[config.mk]
export PLATFORM = sky130hd
export DESIGN_NAME = seven_seg_scanner
export DESIGN_NICKNAME = d
export VERILOG_FILES = /design/src/rtl/seven_seg_scanner.sv
export SDC_FILE = /design/constraint.sdc
export NUM_CORES = 1
export LEC_CHECK = 0
export CAP_MARGIN = 20
export CORE_ASPECT_RATIO = 0.9
export CORE_MARGIN = 3
export CORE_UTILIZATION = 50
export CTS_CLUSTER_DIAMETER = 30
export CTS_CLUSTER_SIZE = 10
export DETAILED_ROUTE_END_ITERATION = 12
export GPL_TIMING_DRIVEN = 0
export PLACE_DENSITY = 0.73
export SLEW_MARGIN = 20
export SYNTH_ARGS = -nofsm -noshare
export SYNTH_HDL_FRONTEND = slang
export SYNTH_SLANG_ARGS = --single-unit
[constraint.sdc]
create_clock -name clock -period 2.9 [get_ports clock]
set_input_delay 0.29 -clock clock [delete_from_list [all_inputs] [get_ports clock]]
set_output_delay 0.29 -clock clock [all_outputs]
set_load 0.05 [all_outputs]
[src/rtl/seven_seg_scanner.sv]
// seven_seg_scanner: time-multiplexed driver for a 5-digit common-anode
// seven-segment display with a one-cycle dark gap between digits and
// optional leading-zero blanking.
// Optional feature macro: SEVEN_SEG_SCANNER_BLINK_EN adds the blink port,
// the BLINK_DIV parameter and a frame counter that gates the whole display.
module seven_seg_scanner #(
  parameter int SCAN_DIV   = 50000,
`ifdef SEVEN_SEG_SCANNER_BLINK_EN
  parameter int BLINK_DIV  = 16,
`endif
  parameter bit ACTIVE_LOW = 1'b1
) (
  input  logic       clock,
  input  logic       reset,
  input  logic       load,
  input  logic [3:0] tenthousands,
  input  logic [3:0] thousands,
  input  logic [3:0] hundreds,
  input  logic [3:0] tens,
  input  logic [3:0] ones,
  input  logic       blank_zeros,
`ifdef SEVEN_SEG_SCANNER_BLINK_EN
  input  logic       blink,
`endif
  output logic [4:0] anode,
  output logic [6:0] segments
);

  localparam int             CW      = (SCAN_DIV > 2) ? $clog2(SCAN_DIV) : 1;
  localparam logic [CW-1:0]  CNT_MAX = CW'(SCAN_DIV - 1);
  // Internal logic is active-low; these masks flip it for active-high panels.
  localparam logic [4:0]     INV_A   = {5{~ACTIVE_LOW}};
  localparam logic [6:0]     INV_S   = {7{~ACTIVE_LOW}};
  localparam logic [4:0]     OFF_A   = 5'b11111 ^ INV_A;
  localparam logic [6:0]     OFF_S   = 7'b1111111 ^ INV_S;

  typedef enum logic {S_LIT, S_GAP} state_t;

  state_t          state, state_nxt;
  logic [CW-1:0]   cnt, cnt_nxt;
  logic [2:0]      idx, idx_nxt;
  logic            frame_wrap;
  logic [4:0][3:0] shadow;
  logic [4:0]      dz;
  logic            blanked;
  logic            dark;
  logic [3:0]      cur_digit;

  // Active-low gfedcba pattern; non-BCD codes show a dash.
  function automatic logic [6:0] encode(input logic [3:0] d);
    case (d)
      4'd0:    encode = 7'b1000000;
      4'd1:    encode = 7'b1111001;
      4'd2:    encode = 7'b0100100;
      4'd3:    encode = 7'b0110000;
      4'd4:    encode = 7'b0011001;
      4'd5:    encode = 7'b0010010;
      4'd6:    encode = 7'b0000010;
      4'd7:    encode = 7'b1111000;
      4'd8:    encode = 7'b0000000;
      4'd9:    encode = 7'b0010000;
      default: encode = 7'b0111111;
    endcase
  endfunction

  // Shadow register: all five digits captured together on load.
  always_ff @(posedge clock) begin
    if (reset)     shadow <= '0;
    else if (load) shadow <= {tenthousands, thousands, hundreds, tens, ones};
  end

  // Scan state register.
  always_ff @(posedge clock) begin
    if (reset) begin
      state <= S_LIT;
      cnt   <= '0;
      idx   <= '0;
    end else begin
      state <= state_nxt;
      cnt   <= cnt_nxt;
      idx   <= idx_nxt;
    end
  end

  // Scan next-state: SCAN_DIV lit cycles, then one dark gap cycle that advances idx.
  always_comb begin
    state_nxt  = state;
    cnt_nxt    = cnt;
    idx_nxt    = idx;
    frame_wrap = 1'b0;
    case (state)
      S_LIT: begin
        if (cnt == CNT_MAX) begin
          cnt_nxt   = '0;
          state_nxt = S_GAP;
        end else begin
          cnt_nxt   = cnt + CW'(1);
        end
      end
      S_GAP: begin
        state_nxt  = S_LIT;
        cnt_nxt    = '0;
        idx_nxt    = (idx == 3'd4) ? 3'd0 : idx + 3'd1;
        frame_wrap = (idx == 3'd4);
      end
    endcase
  end

`ifdef SEVEN_SEG_SCANNER_BLINK_EN
  localparam int FW = $clog2(BLINK_DIV + 1);
  localparam logic [FW-1:0] FRM_MAX = FW'(BLINK_DIV - 1);

  logic [FW-1:0] frame_cnt;
  logic          phase;

  // Frame counter: phase toggles every BLINK_DIV completed frames, runs regardless of blink.
  always_ff @(posedge clock) begin
    if (reset) begin
      frame_cnt <= '0;
      phase     <= 1'b0;
    end else if (frame_wrap) begin
      if (frame_cnt == FRM_MAX) begin
        frame_cnt <= '0;
        phase     <= ~phase;
      end else begin
        frame_cnt <= frame_cnt + FW'(1);
      end
    end
  end
`endif

  // Leading-zero blanking and overall darkness for the digit being scanned.
  always_comb begin
    for (int k = 0; k < 5; k++) dz[k] = (shadow[k] == 4'd0);
    cur_digit = 4'd0;
    case (idx)
      3'd0: cur_digit = shadow[0];
      3'd1: cur_digit = shadow[1];
      3'd2: cur_digit = shadow[2];
      3'd3: cur_digit = shadow[3];
      3'd4: cur_digit = shadow[4];
      default: cur_digit = 4'd0;
    endcase
    blanked = 1'b0;
    case (idx)
      3'd1:    blanked = &dz[4:1];
      3'd2:    blanked = &dz[4:2];
      3'd3:    blanked = &dz[4:3];
      3'd4:    blanked = dz[4];
      default: blanked = 1'b0;
    endcase
    dark = (state == S_GAP) || (blank_zeros && blanked);
`ifdef SEVEN_SEG_SCANNER_BLINK_EN
    if (blink && phase) dark = 1'b1;
`endif
  end

  // Output register: one cycle behind the scan state, OFF while in reset.
  always_ff @(posedge clock) begin
    if (reset || dark) begin
      anode    <= OFF_A;
      segments <= OFF_S;
    end else begin
      anode    <= ~(5'b00001 << idx) ^ INV_A;
      segments <= encode(cur_digit) ^ INV_S;
    end
  end

endmodule
==> flow_summary.ini <==
[outcome]
status = finished clean

[cts]
clk_root_buffer_cell = clkbuf_8
cts_setup_buffers = 0
clkLatencyLatePin_ns = 0.31
ctsResizeCount = 0
numCtsBuffers = 5
clockBufferDepth = 2
hold_buffers = 0
cts_tree = built
clock-sinks = 52
htreeDepth = 2
clkTransAtPathRegs_ns = 0.09

[worst_hold_path]
hold_class = primary input to flip-flop
hp-start = reset

[synthesis]
synthArstFlopShare = 0
synth_common_cells = 52 x dfxtp_1, 47 x nor2_1, 24 x mux2i_1, 18 x nand2_1, 13 x nand3_1
yosysUniqueCellTypes = 41
yosysMostFrequentCell = dfxtp_1
synth.avg_cell_area_um2 = 9.46
synth_top_area_share = 0.448
yosys-top-cells-area = dfxtp_1 45%, mux2i_1 10%, nor2_1 7.6%
synth_top_area_cell = dfxtp_1
ys_seq_area_frac = 0.448
ys_seq_elements = 52
synth_ff_type = dfxtp_1
synth_edf_count = 0
synth_cells = 246
yosysWarnings = 0
synth_fp_nets = 281
synth_area_mm2 = 0.00233

[global_route]
grt_pass1_vias = 1682
grt_util_all_layers = 0.175
grt_pass1_wl_um = 7770
antenna_found_initial = 0
met3_usage = 0.0394
grt-busiest-layer = met2
grt_max_degree = 16
use_met1 = 0.234
grt_overflow = 0
gr-usage-met2 = 0.271

[place]
postPlaceCellArea_mm2 = 0.00273
place_congestion = 0.831
dpl.hpwl_um = 3420
dp_slack_ns = 0.594
portBuffers = 33

[worst_setup_path]
required_ns = 3.06
path_class = flip-flop to flip-flop
cpPeakStageDelay_ns = 0.41
endpoint_kind = flip-flop
regToRegStartpoint = idx[0]$_SDFFE_PP0P_
crit_arrival_ns = 2.51
slowest_stage = dfxtp_1
crit_chain = inv_1 > ha_1 > buf_2 > a222oi_1 > o21a_1 > or2_2 > inv_1 > ha_1 > a21oi_1 > o211ai_1
start_kind = flip-flop
crit_fanout = 10
crit_start = idx[0]$_SDFFE_PP0P_

[final_layout]
drive_gt1_frac = 0.0871
syn_to_final_growth_pct = 22.1
nets = 321
multi_input_area_mm2 = 0.00121
finalInstanceArea_mm2 = 0.00284
antennaDiodeCount = 0
final_util = 0.665
seqCellArea_mm2 = 0.00104
fill_cells = 394

[job]
max_cap_viol_count = 0

[timing]
fin_tns_setup_ns = 0
layout_min_cycle_time_ns = 2.34
rsz0062_at_grt = false
setup_slack_ns = 0.558
worst_slew_pin_slew_ns = 0.507
slew_viol_final = 0
fmax_mhz = 427
hold_viol_final = 0
skew_ns = 0.00615
relSlewSlack = 0.661
setup_viol = 0
final.period_utilization = 0.808
whs_ns = 0.292

[pwr]
ir_drop_mv = 0.383
p_leak_nw = 1.14
power_density_mw_per_mm2 = 515

[floorplan]
die_w_um = 77.9
rows = 22
dieArea_mm2 = 0.00551
die-height_um = 70.7
pin_count = 36
core_mm2 = 0.00427
start_util = 0.545

[detailed_routing]
wl_per_cell_um = 13.0
drcViolationCount = 0
viasPerCell = 5.22
first_iter_violations = 114
vias = 1813
dr.pass1.iters = 4
routed_wl_um = 4500
ant_nets = 0
==> layout by cell type (no fill, tap or decap), types with 5 or more instances in the layout <==
cell,netlist,final
buf_2,6,6
clkbuf_1,4,5
clkbuf_8,0,5
clkdlybuf4s50_1,0,33
dfxtp_1,52,52
ha_1,11,11
inv_1,6,6
mux2i_1,24,24
nand2_1,18,18
nand3_1,13,13
nor2_1,47,47
nor4_1,5,5
xnor2_1,6,6
xor2_1,8,8
==> worst paths after layout <==
path                                               end  slack, ns  depth (start not counted)
worst max-delay path            segments[6]$_SDFF_PP1_       0.56                         10
worst min-delay path            shadow[4]$_SDFFE_PP0P_       0.29                          2
worst max register to register  segments[6]$_SDFF_PP1_       0.56                         10
worst min register to register       cnt[0]$_SDFF_PP0_       0.48                          1
==> worst max-delay path: cells and delay by family (launching register included) <==
family                     cells  cell delay (ns)
AOI/OAI and AO/OA              4             0.80
adders and majority gates      2             0.47
buffers and inverters          3             0.35
DFF                            1             0.41
and+or+nand+nor                1             0.15
==> flip-flops by register name, summed over array words and instances (netlist names) <==
name / count
shadow: 20
state: 1
idx: 3
segments: 7
anode: 5
cnt: 16
==> stage by stage <==
step | instances | power (mW)
floorplan | 246 | 0.916
global placement | 339 | 0.991
detailed placement | 339 | 0.995
CTS | 347 | 1.47
global route | 347 | 1.53
finish | 347 | 1.46
==> area by class of cell <==
cell class	instances	area share
timing repair buffer	33	0.116
sequential	52	0.367
clock buffer	6	0.0256
inverter	6	0.00793
clock inverter	2	0.0123
multi-input combinational	177	0.426
tap	60	0.0264
buffer	11	0.0185
==> cells by family (layout without fill, tap and decap cells) <==
logic type,after synthesis,count (layout),share of synthesized area
simple gates,105,105,0.219
flops,52,52,0.448
mux,24,24,0.103
compound gates,23,23,0.0855
buf+inv,17,58,0.0323
xor+xnor,14,14,0.0527
fa+ha+maj,11,11,0.0592
==> power by group <==
part	switching (mW)	internal, mW
clock	0.229	0.256
sequential	0.0197	0.748
combinational	0.116	0.0932
total	0.365	1.10
==> per-layer routing <==
layer | up-vias | share of wire
met5 | - | 0
met4 | 0 | 0.019
li1 | 935 | -
met2 | 32 | 0.45
met1 | 838 | 0.49
met3 | 8 | 0.043
Note: power is estimated with default switching activity, not from simulation.
